File: src/rtl/viscosity_pkg.sv
// ---------------------------------------------------------------------------
// viscosity_pkg
// Shared constants and types for the viscosity DSP scheduler slice.
//   NUM_CH_DEF    default number of ADC sensor channels (power of 2)
//   CH_W          width of a channel index
//   DATA_W        ADC sample width
//   COEF_W        coefficient width (unsigned)
//   SHIFT         right shift applied to the product before 16-bit extraction
//   RES_W         result / pump_ctrl word width
//   PROD_W        full product width (DATA_W + COEF_W)
//   DEFAULT_COEF  coefficient value loaded into every channel at reset
//   stage_t       one pipeline stage: valid flag, channel id, payload bits
//   scale_sat()   shift a product down and saturate it to RES_W bits
// ---------------------------------------------------------------------------
package viscosity_pkg;

  localparam int NUM_CH_DEF = 4;
  localparam int CH_W       = $clog2(NUM_CH_DEF);
  localparam int DATA_W     = 16;
  localparam int COEF_W     = 18;
  localparam int SHIFT      = 10;
  localparam int RES_W      = 16;
  localparam int PROD_W     = DATA_W + COEF_W;

  localparam logic [COEF_W-1:0] DEFAULT_COEF = 18'h02000;

  // The payload is wide enough for either {sample, coef} in the first stage
  // or the full product in the second stage, since both are PROD_W bits.
  typedef struct packed {
    logic              valid;
    logic [CH_W-1:0]   ch;
    logic [PROD_W-1:0] payload;
  } stage_t;

  // Any bit left above the result width after shifting means the value
  // does not fit, so the result clamps to all ones.
  function automatic logic [RES_W-1:0] scale_sat(input logic [PROD_W-1:0] product);
    logic [PROD_W-1:0] scaled;
    scaled = product >> SHIFT;
    if (|scaled[PROD_W-1:RES_W]) begin
      return '1;
    end
    return scaled[RES_W-1:0];
  endfunction

endpackage

File: src/rtl/viscosity_rr_arbiter.sv
// ---------------------------------------------------------------------------
// viscosity_rr_arbiter
// Combinational round-robin arbiter. Grants the first requesting channel
// found when searching upward from the pointer, wrapping at NUM_CH.
//   req          in   NUM_CH  per-channel request (sample valid)
//   enable       in   1       0 forces all grants low
//   pointer      in   CH_W    channel with highest priority this cycle
//   grant        out  NUM_CH  one-hot grant, or zero when nothing granted
//   grant_idx    out  CH_W    encoded index of the granted channel
//   grant_valid  out  1       a grant is being issued this cycle
// ---------------------------------------------------------------------------
module viscosity_rr_arbiter #(
  parameter  int NUM_CH = 4,
  localparam int CH_W   = $clog2(NUM_CH)
) (
  input  logic [NUM_CH-1:0] req,
  input  logic              enable,
  input  logic [CH_W-1:0]   pointer,
  output logic [NUM_CH-1:0] grant,
  output logic [CH_W-1:0]   grant_idx,
  output logic              grant_valid
);

  // Walking the offsets from farthest to nearest lets the nearest requester
  // overwrite any earlier hit, so the final value is the first one found
  // from the pointer. The index addition wraps because NUM_CH is a power of 2.
  always_comb begin
    logic [CH_W-1:0] idx;
    grant       = '0;
    grant_idx   = '0;
    grant_valid = 1'b0;
    idx         = '0;
    if (enable) begin
      for (int off = NUM_CH - 1; off >= 0; off--) begin
        idx = pointer + CH_W'(off);
        if (req[idx]) begin
          grant_idx   = idx;
          grant_valid = 1'b1;
        end
      end
    end
    if (grant_valid) begin
      grant[grant_idx] = 1'b1;
    end
  end

endmodule

File: src/rtl/viscosity_dsp_scheduler.sv
// ---------------------------------------------------------------------------
// viscosity_dsp_scheduler
// Shares one multiply-and-scale pipeline across NUM_CH ADC sensor channels.
// A round-robin arbiter accepts one sample per cycle; each sample is
// multiplied by its channel's programmable coefficient, shifted down by
// SHIFT and saturated to 16 bits. The latest result per channel is latched
// into a pump_ctrl word for the pump drivers.
//   clk           in   1               system clock
//   rst           in   1               synchronous active-high reset
//   enable        in   1               1 = grant new samples, 0 = drain only
//   ch_valid      in   NUM_CH          per-channel sample valid
//   ch_data       in   NUM_CH*DATA_W   samples, ch i at [i*DATA_W +: DATA_W]
//   ch_ready      out  NUM_CH          one-hot (or zero) grant
//   coef_wr_en    in   1               coefficient write strobe
//   coef_wr_ch    in   CH_W            coefficient write target channel
//   coef_wr_data  in   COEF_W          new coefficient value
//   res_valid     out  1               one-cycle pulse per result
//   res_ch        out  CH_W            channel of the result
//   res_data      out  16              scaled, saturated result
//   pump_ctrl     out  NUM_CH*16       last result per channel
//   busy          out  1               any pipeline stage holds valid data
// The stage_t channel field is sized from the package default, so a
// different channel count is chosen by changing NUM_CH_DEF in the package.
// ---------------------------------------------------------------------------
module viscosity_dsp_scheduler
  import viscosity_pkg::*;
#(
  parameter  int NUM_CH = NUM_CH_DEF,
  localparam int IDX_W  = $clog2(NUM_CH)
) (
  input  logic                     clk,
  input  logic                     rst,
  input  logic                     enable,
  input  logic [NUM_CH-1:0]        ch_valid,
  input  logic [NUM_CH*DATA_W-1:0] ch_data,
  output logic [NUM_CH-1:0]        ch_ready,
  input  logic                     coef_wr_en,
  input  logic [IDX_W-1:0]         coef_wr_ch,
  input  logic [COEF_W-1:0]        coef_wr_data,
  output logic                     res_valid,
  output logic [IDX_W-1:0]         res_ch,
  output logic [RES_W-1:0]         res_data,
  output logic [NUM_CH*RES_W-1:0]  pump_ctrl,
  output logic                     busy
);

  logic [IDX_W-1:0]  rr_ptr;
  logic [NUM_CH-1:0] grant;
  logic [IDX_W-1:0]  grant_idx;
  logic              grant_valid;
  logic [DATA_W-1:0] grant_sample;

  logic [COEF_W-1:0] coef_q [NUM_CH];
  logic [RES_W-1:0]  pump_q [NUM_CH];

  stage_t            s1_q;
  stage_t            s2_q;
  logic [DATA_W-1:0] s1_sample;
  logic [COEF_W-1:0] s1_coef;
  logic [PROD_W-1:0] s1_product;
  logic [RES_W-1:0]  s2_result;

  // Grants are suppressed during reset so no sample is accepted on a cycle
  // whose pipeline state is about to be cleared.
  viscosity_rr_arbiter #(
    .NUM_CH (NUM_CH)
  ) u_arbiter (
    .req         (ch_valid),
    .enable      (enable & ~rst),
    .pointer     (rr_ptr),
    .grant       (grant),
    .grant_idx   (grant_idx),
    .grant_valid (grant_valid)
  );

  assign ch_ready     = grant;
  assign grant_sample = ch_data[grant_idx*DATA_W +: DATA_W];

  // Pointer moves just past the channel that transferred, giving every
  // other requester priority next cycle.
  always_ff @(posedge clk) begin
    if (rst) begin
      rr_ptr <= '0;
    end else if (grant_valid) begin
      rr_ptr <= grant_idx + IDX_W'(1);
    end
  end

  // The first stage samples coef_q before this edge's write lands, so a
  // transfer in the same cycle as a write to its channel uses the old value.
  always_ff @(posedge clk) begin
    if (rst) begin
      for (int i = 0; i < NUM_CH; i++) begin
        coef_q[i] <= DEFAULT_COEF;
      end
    end else if (coef_wr_en) begin
      coef_q[coef_wr_ch] <= coef_wr_data;
    end
  end

  assign s1_sample  = s1_q.payload[PROD_W-1 -: DATA_W];
  assign s1_coef    = s1_q.payload[COEF_W-1:0];
  assign s1_product = {{COEF_W{1'b0}}, s1_sample} * {{DATA_W{1'b0}}, s1_coef};
  assign s2_result  = scale_sat(s2_q.payload);

  // Three-stage datapath with no stall path: capture, multiply, scale.
  // Payloads load every cycle; only the valid bits carry meaning.
  always_ff @(posedge clk) begin
    if (rst) begin
      s1_q      <= '0;
      s2_q      <= '0;
      res_valid <= 1'b0;
      res_ch    <= '0;
      res_data  <= '0;
    end else begin
      s1_q.valid   <= grant_valid;
      s1_q.ch      <= grant_idx;
      s1_q.payload <= {grant_sample, coef_q[grant_idx]};

      s2_q.valid   <= s1_q.valid;
      s2_q.ch      <= s1_q.ch;
      s2_q.payload <= s1_product;

      res_valid    <= s2_q.valid;
      if (s2_q.valid) begin
        res_ch   <= s2_q.ch;
        res_data <= s2_result;
      end
    end
  end

  // Pump words update on the same edge that raises res_valid.
  always_ff @(posedge clk) begin
    if (rst) begin
      for (int i = 0; i < NUM_CH; i++) begin
        pump_q[i] <= '0;
      end
    end else if (s2_q.valid) begin
      pump_q[s2_q.ch] <= s2_result;
    end
  end

  for (genvar g = 0; g < NUM_CH; g++) begin : g_pump_flat
    assign pump_ctrl[g*RES_W +: RES_W] = pump_q[g];
  end

  assign busy = s1_q.valid | s2_q.valid | res_valid;

endmodule

File: config.mk
export PLATFORM = sky130hd
export DESIGN_NAME = viscosity_dsp_scheduler
export DESIGN_NICKNAME = d
export VERILOG_FILES = /design/src/rtl/viscosity_pkg.sv /design/src/rtl/viscosity_rr_arbiter.sv /design/src/rtl/viscosity_dsp_scheduler.sv
export SDC_FILE = /design/constraint.sdc
export NUM_CORES = 1
export LEC_CHECK = 0
export BUFFER_PORTS_ARGS = -buffer_cell sky130_fd_sc_hd__buf_2
export CAP_MARGIN = 40
export CORE_AREA = 2 2 184 186
export DETAILED_ROUTE_END_ITERATION = 6
export DIE_AREA = 0 0 186 188
export GPL_TIMING_DRIVEN = 0
export PLACE_DENSITY = 0.73
export SLEW_MARGIN = 25
export SYNTH_ARGS = -nofsm -noshare
export SYNTH_HDL_FRONTEND = slang
export SYNTH_SLANG_ARGS = --single-unit
File: constraint.sdc
create_clock -name clk -period 10.5 [get_ports clk]
set_input_delay 0.525 -clock clk [delete_from_list [all_inputs] [get_ports clk]]
set_output_delay 0.525 -clock clk [all_outputs]
set_load 0.01 [all_outputs]
==> impl_results.md, run 1 <==
* GRT Total Usage at 27.7%
* Crit-path max FO at 10
* Later-pin clock latency in the skew report at 0.53 ns
* Pleak at 9.41 nW
* Initial DRC count at 989
* Synth Area in Adders at 32.0%
* Worst Hold End: coef_q[3][15]
* Maximum vdd drop at 134 uV
* Place WS at 3.56 ns
* Largest family of logic cells by synthesized area: adder cells
* First-pass GRT wire length at 74.2 mm
* Reg area at 5790 sq um
* Fin. Hold Viols at 0
* Share of cells above drive strength 1 at 15.0%
* Vias per cell at 5.54
* Number of core rows at 67
* Grt ovf at 0
* Final weighted congestion in routability-driven placement at 0.943
* Worst r2r src: s1_q[24]
* Avg Cell Area, Syn at 10.5 sq um
* Die width at 186 microns
* Final critical-path setup slack at 3.48 ns
* CTS Hold Bufs at 0
* Crit end category: register
* Max clock buf depth at 3
* Largest net degree at the start of global routing at 19
* Share of flip-flops with an asynchronous set or reset at 0%
* Final worst path period share at 66.9%
* Status: complete, no violations
* Fillers at 2704
* Complex-gate fraction of the synthesized area at 4.93%
* Final ANT Viol Nets at 0
* Worst Hold Path Cells at 2
* Post-Synthesis Cells at 1719
* # clock sinks at 221
* Residual DRC at 0
* Nets@finish at 2346
* Final Max Slew Viols at 0
* CP Launch Type: register
* Max Clk Rate at 142 MHz
* Clock Tree Root: clkbuf_16
* Most common flop cell mapped by yosys: edfxtp_1
* Register area share after synthesis at 32.2%
* Hold_sp: coef_wr_data[15]
* Post-CTS setup buffer count at 0
* Post-CTS resize count at 0
* Area Overhead vs Synth at 12.6%
* Setup violations, final at 0
* Worst setup path startpoint: s1_q[24]
* DIE HEIGHT at 188 microns
* Vias at 13248
* IO Pins at 180
* Final Critical Period at 7.02 ns
* Mux share of post-synthesis cell area at 4.84%
* Unrepaired setup endpoints after global routing: no
* Syn Nets at 2139
* Antenna violations before repair at 0
* Vias in the first global route at 13974
* Starting Density at 54.3%
* Setup TNS at 0 ns
* Cts bufs inserted at 23
* Post-route cell area at 20200 sq um
* H-tree levels at 1
* Drt wl/cell at 19.3 microns
* R2r setup slk at 3.48 ns
* Slew HR at 52.4%
* DP HPWL at 36.5 mm
* Max_cap viols at 0
* Port-buffer cells at 178
* Util after Layout at 61.2%
* Drt pass-1 iters at 6
* R2R cell count at 20
* Routed wire length at 46.1 mm
* Data required, critical path at 10.91 ns
* Power density over the cells at 156 nW/um^2
* Crit Path Category: register to register
* Worst slew pin tran at 0.714 ns
* Clock skew at 0.0206 ns
* Ant. Diodes at 0
* Area of the multi-input gates at 10900 sq um
* Pwr Total at 3.16 mW
* Synth Area in XOR/XNOR at 0.536%
* Simple-gate area share of the yosys netlist at 18.3%
* Die ar. at 35000 sq um
* Clock transition at path regs at 0.06 ns
* CTS tree: built
* Distinct cells, synth at 67
* Placed cell area at 19500 sq um
* Area of the core at 33100 sq um
* Synth warn at 0
* Synthesized area at 18000 sq um
* Post-synth EDFFs at 136
* Hold Path Class: primary input to register
* Synth Register Bits at 221
* Worst r2r dst: s2_q[26]
* Critical path arrival at 7.43 ns
## registers in the layout, summed over array words and instances (netlist names)
| signal | flops |
|---|---|
| coef_q | 72 |
| pump_q | 64 |
| s2_q | 27 |
| s1_q | 19 |
| s1_coef | 18 |
| res_data | 16 |
| res_ch | 2 |
| rr_ptr | 2 |
| res_valid | 1 |
## final cells by class
| class | instances | area share, % |
|---|---|---|
| timing repair buffer | 182 | 4.58 |
| buffer | 76 | 1.61 |
| multi-input combinational | 1163 | 53.9 |
| clock inverter | 10 | 0.395 |
| inverter | 259 | 4.81 |
| sequential | 221 | 28.6 |
| tap | 448 | 2.77 |
| clock buffer | 32 | 3.41 |
## cells in the mapped netlist, drive strengths merged, types with 2 or more instances
library cell  count  area (sq um)
nor2b             9          56.3
or2               5          31.3
and3              4          25.0
xor2              5          43.8
nor4             10          62.6
a21oi            38           194
a21boi            2          15.0
o22a              2          18.8
nand2b            5          31.3
edfxtp          136          4080
fa              221          4420
buf              12          83.8
mux2i             3          30.0
o211ai            2          15.0
a221oi            3          26.3
inv             258           968
o21a              8          60.1
a21o             28           211
nor2            113           424
nand3b            2          15.0
a211oi            5          42.5
mux4             34           766
a31oi             7          58.8
nor3b             3          22.5
mux2              6          75.1
o2111ai           2          17.5
nor3             37           195
o21ai            20           100
dfxtp            85          1700
or3               3          18.8
nand2           194           728
nand3            10          50.1
nand4             8          56.3
o21bai            3          22.5
and4              4          35.0
clkbuf           64           241
and2            240          1500
xnor2             6          52.6
ha              107          1340
## critical path: stages, from the launching register on
cell and delay (ns):
dfxtp_1 0.72, clkbuf_1 0.58, and2_1 0.25, fa_1 0.41
inv_1 0.08, fa_1 0.43, fa_1 0.50, fa_1 0.55
inv_1 0.05, fa_1 0.48, inv_1 0.06, fa_1 0.50
inv_1 0.05, ha_1 0.26, buf_4 0.18, a41o_2 0.27
a21oi_1 0.11, o21ai_0 0.24, or3b_1 0.52, a31oi_1 0.31
mux2_2 0.37
## metal layers
layer / vias to the layer above / part of all wire, % / global-route usage [%]
met3: 128 / 8.1 / 4.04
met5: - / 0 / 0
li1: 5933 / - / -
met2: 619 / 48 / 45.4
met4: 0 / 4.7 / 12.0
met1: 6568 / 39 / 36.7
## per-stage QoR
step,std cells,hold WS (ns)
after detailed placement,2349,0.426
final,2391,0.317
after global routing,2391,0.318
after CTS,2391,0.307
after global placement,2345,0.424
after floorplan,1719,0.414
## worst max-delay path by stage
| stage | to | slack [ns] | cells past startpoint |
|---|---|---|---|
| after floorplan | s2_q[30] | 4.66 | 19 |
| after CTS | s2_q[29] | 3.52 | 20 |
| after global routing | s2_q[29] | 3.15 | 19 |
| final | s2_q[26] | 3.48 | 20 |
| after detailed placement | s2_q[29] | 3.56 | 20 |
| after global placement | s2_q[26] | 3.57 | 20 |
## layout by cell type (no fill, tap or decap), types with 37 or more instances in the layout
master	netlist	routed
fa_1	221	221
inv_1	258	258
edfxtp_1	136	136
ha_1	107	107
clkbuf_1	63	65
and2_1	239	239
nand2_1	194	194
buf_2	4	184
a21oi_1	37	37
dfxtp_1	85	85
nor2_1	113	113
## cell families after synthesis
group | after synthesis
AOI/OAI and AO/OA | 131
and+or+nand+nor | 650
DFF | 221
muxes | 43
xor gates and xnor gates | 11
buffers and inverters | 335
adders and majority gates | 328
## power by group
part | switching, mW | internal, mW
combinational | 0.831 | 0.464
clock | 0.337 | 0.466
sequential | 0.0520 | 1.01
Power figures use the tool's default switching activity.
==> run 2: changes to the inputs <==
--- a/config.mk
+++ b/config.mk
@@ -5,13 +5,14 @@
 export SDC_FILE = /design/constraint.sdc
 export NUM_CORES = 1
 export LEC_CHECK = 0
+export ABC_AREA = 1
 export BUFFER_PORTS_ARGS = -buffer_cell sky130_fd_sc_hd__buf_2
 export CAP_MARGIN = 40
-export CORE_AREA = 2 2 184 186
+export CORE_AREA = 2 2 190 192
 export DETAILED_ROUTE_END_ITERATION = 6
-export DIE_AREA = 0 0 186 188
+export DIE_AREA = 0 0 192 194
 export GPL_TIMING_DRIVEN = 0
-export PLACE_DENSITY = 0.73
+export PLACE_DENSITY = 0.72
 export SLEW_MARGIN = 25
 export SYNTH_ARGS = -nofsm -noshare
 export SYNTH_HDL_FRONTEND = slang
==> constraint.sdc (replaced) <==
create_clock -name clk -period 7.15 [get_ports clk]
set_input_delay 0.3575 -clock clk [delete_from_list [all_inputs] [get_ports clk]]
set_output_delay 0.3575 -clock clk [all_outputs]
set_load 0.01 [all_outputs]
==> run 2 against run 1 <==
Critical path depth is 3 higher; first-iteration DRC count is 35% higher; non-clock buffer count is 48 higher; utilization is 0.12 points lower; design area is 6.2% higher; final cell count is 28% higher; power is 78% higher; via count is 21% higher; wire length is 13% higher; synthesized area is 6.4% higher; clock-buffer cell count is 1 higher.
==> impl_results.md, run 2 <==
* Status: complete, no violations (unchanged)
* Final ANT Viol Nets at 0 (unchanged)
* Max Clk Rate at 150 MHz (was 142 MHz)
* Distinct cells, synth at 37 (was 67)
* Final Max Slew Viols at 0 (unchanged)
* Most frequent cells after synthesis: 620 x inv_1, 490 x nand2_1, 221 x fa_1, 198 x nor2_1, 136 x edfxtp_1 (was 258 x inv_1, 239 x and2_1, 221 x fa_1, 194 x nand2_1, 136 x edfxtp_1)
* Vias per cell at 5.25 (was 5.54)
* Routed wire length at 52.1 mm (was 46.1 mm)
* Commonest cells after routing, fill and taps aside: 620 x inv_1, 490 x nand2_1, 221 x fa_1 (was 258 x inv_1, 239 x and2_1, 221 x fa_1)
* Residual DRC at 0 (unchanged)
* Worst Hold End: coef_q[0][13] (was coef_q[3][15])
* Unrepaired setup endpoints after global routing: no (unchanged)
* Die ar. at 37200 sq um (was 35000 sq um)
* Most common flop cell mapped by yosys: edfxtp_1 (unchanged)
* Top-count cell post-synth: inv_1 (unchanged)
* Fin. Hold Viols at 0 (unchanged)
* Share of cells above drive strength 1 at 9.98% (was 15.0%)
* Ant. Diodes at 0 (unchanged)
* Most flops, register: coef_q (unchanged)
* Setup TNS at 0 ns (unchanged)
* CTS Hold Bufs at 0 (unchanged)
* Max_cap viols at 0 (unchanged)
* Crit-path max FO at 10 (unchanged)
* Post-CTS resize count at 0 (unchanged)
* Synthesized area at 19100 sq um (was 18000 sq um)
* Regs by FF count: coef_q x72, pump_q x64, s2_q x27 (unchanged)
* Later-pin clock latency in the skew report at 0.54 ns (was 0.53 ns)
* Share of flip-flops with an asynchronous set or reset at 0% (unchanged)
* H-tree levels at 1 (unchanged)
* Drt pass-1 iters at 7 (was 6)
* Area of the core at 35200 sq um (was 33100 sq um)
* Setup violations, final at 0 (unchanged)
* CP Launch Type: register (unchanged)
* Drt wl/cell at 17.1 microns (was 19.3 microns)
* Maximum vdd drop at 180 uV (was 134 uV)
* Final worst path period share at 92.9% (was 66.9%)
* Final Critical Period at 6.65 ns (was 7.02 ns)
* Port-buffer cells at 178 (unchanged)
* Register area share after synthesis at 30.2% (was 32.2%)
* Avg Cell Area, Syn at 8.09 sq um (was 10.5 sq um)
* GRT Total Usage at 28.9% (was 27.7%)
* Fillers at 3204 (was 2704)
* Post-CTS setup buffer count at 0 (unchanged)
* Crit Path Category: register to register (unchanged)
* Area Overhead vs Synth at 12.4% (was 12.6%)
* DP HPWL at 42.1 mm (was 36.5 mm)
* Starting Density at 54.3% (about the same)
* Max reg flops at 72 (unchanged)
* Area contributors post-synth: fa_1 23%, edfxtp_1 21%, inv_1 12% (was fa_1 25%, edfxtp_1 23%, dfxtp_1 9.5%)
* Cts bufs inserted at 25 (was 23)
* Antenna violations before repair at 0 (unchanged)
* Pleak at 11.7 nW (was 9.41 nW)
* Post-Synthesis Cells at 2365 (was 1719)
* Number of core rows at 69 (was 67)
* # clock sinks at 221 (unchanged)
* Crit end category: register (unchanged)
* DIE HEIGHT at 194 microns (was 188 microns)
* R2R cell count at 23 (was 20)
* CTS tree: built (unchanged)
* Critical path arrival at 7.07 ns (was 7.43 ns)
* Final weighted congestion in routability-driven placement at 0.909 (was 0.943)
* Synth warn at 0 (unchanged)
* R2r setup slk at 0.50 ns (was 3.48 ns)
* Worst r2r src: s1_q[27] (was s1_q[24])
* Data required, critical path at 7.57 ns (was 10.91 ns)
* Die width at 192 microns (was 186 microns)
* Vias at 16054 (was 13248)
* Yosys top cell area share at 23.1% (was 24.6%)
* Worst Hold Path Cells at 3 (was 2)
* Clock skew at 0.00772 ns (was 0.0206 ns)
* First-pass GRT wire length at 83.3 mm (was 74.2 mm)
* Power density over the cells at 262 nW/um^2 (was 156 nW/um^2)
* Clock Tree Root: clkbuf_16 (unchanged)
* Area leader, netlist: fa_1 (unchanged)
* Grt ovf at 0 (unchanged)
* Vias in the first global route at 16552 (was 13974)
* Commonest non-fill, non-tap cell in the layout: inv_1 (unchanged)
* Hold Path Class: primary input to register (unchanged)
* Clock transition at path regs at 0.06 ns (about the same)
* Worst r2r dst: s2_q[29] (was s2_q[26])
* Hold Slack at 0.114 ns (was 0.317 ns)
* Initial DRC count at 1337 (was 989)
* Post-synth EDFFs at 136 (unchanged)
* Max clock buf depth at 3 (unchanged)
* Synth Register Bits at 221 (unchanged)
* Syn Nets at 2785 (was 2139)
* Slew HR at 43.9% (was 52.4%)
* Nets@finish at 2995 (was 2346)
* IO Pins at 180 (unchanged)
* Largest net degree at the start of global routing at 19 (unchanged)
* Hold_sp: coef_wr_data[13] (was coef_wr_data[15])
* Worst slew pin tran at 0.842 ns (was 0.714 ns)
-- run 2: cell count changes in the layout (fill, tap and decap cells not counted), sizes merged, moves of 20 or more --
cell / previous run / this run
and2: 240 / 0
inv: 261 / 628
a21o: 28 / 8
nor3: 37 / 6
nand2: 194 / 494
mux4: 34 / 0
nand3: 10 / 128
a21oi: 38 / 91
o21ai: 20 / 47
nand4: 8 / 71
clkbuf: 96 / 131
nor2: 113 / 198
-- run 2: cell families after synthesis --
logic type | synth area share (%)
XOR/XNOR | 0.183
buffers and inverters | 15.0
AO/OA/AOI/OAI | 4.61
AND/OR/NAND/NOR | 19.8
adder cells (fa/ha/maj) | 30.1
flip-flops | 30.2
-- run 2: power by group --
group | leakage [nW] | internal (mW) | total [mW] | switching, mW
registers | 2.06 | 1.49 | 1.54 | 0.0480
logic | 9.25 | 0.958 | 2.83 | 1.87
clock network | 0.394 | 0.736 | 1.25 | 0.518
total | 11.7 | 3.19 | 5.62 | 2.44
-- run 2: worst max-delay path by stage --
stage / slack, ns / depth (start not counted) / end / startpoint
after floorplan: 1.82 / 22 / s2_q[31] / s1_q[22]
after global placement: 0.79 / 23 / s2_q[29] / s1_q[26]
after detailed placement: 0.69 / 23 / s2_q[29] / s1_q[27]
after CTS: 0.69 / 23 / s2_q[29] / s1_q[27]
after global routing: 0.26 / 23 / s2_q[29] / s1_q[26]
final: 0.50 / 23 / s2_q[29] / s1_q[27]
-- run 2: stage by stage --
stage / setup WS, ns / instance area (sq um) / utilization (%) / total power [mW] / cells
final: 0.505 / 21500 / 61.0 / 5.62 / 3055
after floorplan: 1.82 / 19100 / - / 3.50 / 2365
after CTS: 0.686 / 21500 / 60.9 / 5.62 / 3052
after global placement: 0.794 / 20600 / 58.5 / 4.31 / 3004
after global routing: 0.259 / 21500 / 61.0 / 6.10 / 3055
after detailed placement: 0.695 / 20600 / 58.6 / 4.36 / 3006
-- run 2: worst max-delay path, cell delays in order, from the launching register on --
cell and delay (ns):
dfxtp_1 0.31, clkbuf_1 0.51, clkbuf_1 0.57, nand2_1 0.15, fa_1 0.51, inv_1 0.05, fa_1 0.50, inv_1 0.06
fa_1 0.53, inv_1 0.05, fa_1 0.46, fa_1 0.50, inv_1 0.05, fa_1 0.55, inv_1 0.07, ha_1 0.34
a21oi_1 0.24, o21ai_0 0.19, a21oi_1 0.30, nor2_1 0.08, nor3_1 0.24, nand3_1 0.12, nand2_1 0.08, nor2_1 0.06
-- run 2: metal layers --
metal	up-vias	GRT usage [%]	part of all wire (%)
li1	7510	-	-
met1	7686	35.1	38
met2	699	50.1	49
met3	159	5.14	8.1
met4	0	12.6	4.7
met5	-	0	0
-- run 2: cell type report --
class / instances / area, sq um / share of cell area (%)
clock inverter: 13 / 141 / 0.658
tap: 461 / 577 / 2.68
clock buffer: 33 / 666 / 3.10
sequential: 221 / 5790 / 26.9
inverter: 626 / 2350 / 10.9
buffer: 123 / 522 / 2.43
multi-input combinational: 1395 / 10500 / 48.8
timing repair buffer: 183 / 962 / 4.48
==> run 3: changes to the inputs <==
--- a/config.mk
+++ b/config.mk
@@ -8,11 +8,11 @@
 export ABC_AREA = 1
 export BUFFER_PORTS_ARGS = -buffer_cell sky130_fd_sc_hd__buf_2
 export CAP_MARGIN = 40
-export CORE_AREA = 2 2 190 192
+export CORE_AREA = 2 2 280 282
 export DETAILED_ROUTE_END_ITERATION = 6
-export DIE_AREA = 0 0 192 194
+export DIE_AREA = 0 0 282 284
 export GPL_TIMING_DRIVEN = 0
-export PLACE_DENSITY = 0.72
+export PLACE_DENSITY = 0.38
 export SLEW_MARGIN = 25
 export SYNTH_ARGS = -nofsm -noshare
 export SYNTH_HDL_FRONTEND = slang
==> run 3 against run 2 <==
The run now ends with design-rule violations left; register-to-register slack worse by 0.09 ns; global-route usage fell by 13 points; power grew 1.4%; critical path type unchanged; largest cell class unchanged; highest routed layer unchanged.
==> impl_results.md, run 3 (same netlist as run 2, synthesis figures left out) <==
* Hold Path Class: primary input to register (unchanged)
* Share of cells above drive strength 1 at 10.3% (was 9.98%)
* Crit-path max FO at 10 (unchanged)
* GRT Total Usage at 15.8% (was 28.9%)
* Crit Path Category: register to register (unchanged)
* Post-CTS resize count at 0 (unchanged)
* Die ar. at 80100 sq um (was 37200 sq um)
* Vias in the first global route at 16448 (was 16552)
* Setup TNS at 0 ns (unchanged)
* Fillers at 8399 (was 3204)
* Port-buffer cells at 178 (unchanged)
* CTS Hold Bufs at 0 (unchanged)
* Placed cell area at 21400 sq um (was 20600 sq um)
* Vias at 15358 (was 16054)
* Unrepaired setup endpoints after global routing: no (unchanged)
* Final worst path period share at 94.2% (was 92.9%)
* Max Clk Rate at 148 MHz (was 150 MHz)
* Max clock buf depth at 3 (unchanged)
* Worst setup path startpoint: s1_q[28] (was s1_q[27])
* Nets@finish at 3000 (was 2995)
* Max_cap viols at 0 (unchanged)
* H-tree levels at 1 (unchanged)
* DP HPWL at 51.3 mm (was 42.1 mm)
* Clock transition at path regs at 0.06 ns (about the same)
* Final ANT Viol Nets at 0 (unchanged)
* Area of the multi-input gates at 10500 sq um (unchanged)
* Area Overhead vs Synth at 16.7% (was 12.4%)
* Commonest non-fill, non-tap cell in the layout: inv_1 (unchanged)
* Most flops, register: coef_q (unchanged)
* Slew HR at 41.5% (was 43.9%)
* Worst slew pin tran at 0.869 ns (was 0.842 ns)
* R2r setup slk at 0.41 ns (was 0.50 ns)
* Clock Tree Root: clkbuf_16 (unchanged)
* Antenna violations before repair at 0 (unchanged)
* Cts bufs inserted at 27 (was 25)
* Max reg flops at 72 (unchanged)
* Grt ovf at 0 (unchanged)
* Data required, critical path at 7.58 ns (was 7.57 ns)
* Pwr Total at 5.70 mW (was 5.62 mW)
* Reg area at 5790 sq um (unchanged)
* Drt pass-1 iters at 7 (unchanged)
* Crit end category: register (unchanged)
* Maximum vdd drop at 148 uV (was 180 uV)
* Pleak at 11.7 nW (about the same)
* Fin. Hold Viols at 0 (unchanged)
* First-pass GRT wire length at 97.4 mm (was 83.3 mm)
* Initial DRC count at 1013 (was 1337)
* IO Pins at 180 (unchanged)
* Later-pin clock latency in the skew report at 0.57 ns (was 0.54 ns)
* Starting Density at 24.9% (was 54.3%)
* Regs by FF count: coef_q x72, pump_q x64, s2_q x27 (unchanged)
* Worst setup endpoint: s2_q[31] (was s2_q[29])
* Number of core rows at 102 (was 69)
* Routed wire length at 62.6 mm (was 52.1 mm)
* Vias per cell at 4.22 (was 5.25)
* R2R cell count at 22 (was 23)
* Commonest cells after routing, fill and taps aside: 620 x inv_1, 490 x nand2_1, 221 x fa_1 (unchanged)
* CP Launch Type: register (unchanged)
* Status: finished, violations left (was complete, no violations)
* Largest net degree at the start of global routing at 17 (was 19)
* Clock skew at 0.0371 ns (was 0.00772 ns)
* Power density over the cells at 256 nW/um^2 (was 262 nW/um^2)
* Post-route cell area at 22300 sq um (was 21500 sq um)
* Worst r2r src: s1_q[28] (was s1_q[27])
* # clock sinks at 221 (unchanged)
* Final Critical Period at 6.74 ns (was 6.65 ns)
* DIE HEIGHT at 284 microns (was 194 microns)
* CTS tree: built (unchanged)
* Post-CTS setup buffer count at 0 (unchanged)
* Worst r2r dst: s2_q[31] (was s2_q[29])
* Failing checks: design-rule violations
* Drt wl/cell at 17.2 microns (was 17.1 microns)
* Final Max Slew Viols at 0 (unchanged)
* Residual DRC at 12 (was 0)
* Final weighted congestion in routability-driven placement at 0.859 (was 0.909)
* Critical path arrival at 7.16 ns (was 7.07 ns)
* Setup violations, final at 0 (unchanged)
* Die width at 282 microns (was 192 microns)
* Area of the core at 77000 sq um (was 35200 sq um)
## run 3: worst max-delay path, stage by stage (launching register included)
cell      delay (ns)
dfxtp_1         0.31
clkbuf_1        0.62
clkbuf_1        0.60
nand2_1         0.17
fa_1            0.58
inv_1           0.06
fa_1            0.48
fa_1            0.63
fa_1            0.46
fa_1            0.49
inv_1           0.05
fa_1            0.47
inv_1           0.04
ha_1            0.35
a21oi_1         0.20
nor2_1          0.06
nor2_1          0.12
a21boi_0        0.39
nor2_1          0.12
nor2_1          0.16
nand3_1         0.09
nand2_1         0.06
nor2_1          0.04
## run 3: power by group
part / internal, mW / switching [mW] / total (mW)
clock network: 0.784 / 0.560 / 1.34
logic: 0.941 / 1.88 / 2.82
registers: 1.49 / 0.0414 / 1.53
total: 3.22 / 2.48 / 5.70
## run 3: area by class of cell
cell class	instances	area share [%]
Clock buffer	37	3.42
Tap cell	1040	5.83
Sequential cell	221	25.9
Buffer	123	2.34
Multi-Input combinational cell	1395	47.0
Clock inverter	13	0.477
Timing Repair Buffer	186	4.42
Inverter	626	10.5
Antenna cell	1	0.0112
## run 3: routing by layer
layer / GRT usage (%) / vias to the layer above / share of wire, %
met5: 0 / - / 0
met4: 3.05 / 0 / 1.9
met3: 1.67 / 61 / 3.7
met2: 27.5 / 344 / 48
met1: 21.1 / 7421 / 46
li1: - / 7532 / -
## run 3: worst min path at each step
stage	startpoint	endpoint	depth (start not counted)
after floorplan	s1_q[34]	s2_q[34]	2
after CTS	coef_wr_data[13]	coef_q[3][13]	3
after detailed placement	res_data[1]	res_data[1]	2
after global routing	coef_wr_data[13]	coef_q[0][13]	3
final	coef_wr_data[13]	coef_q[3][13]	3
after global placement	res_data[2]	res_data[2]	2
## run 3: stage by stage
step                      hold slack (ns)  cells  utilization [%]  worst slack, ns
after floorplan                     0.388   2365                -             1.82
after global placement              0.464   3583             27.7            0.433
after detailed placement            0.462   3589             27.8            0.407
after CTS                          0.0758   3639             29.0            0.354
after global routing                0.110   3641             29.0            0.136
final                               0.105   3642             29.0            0.414
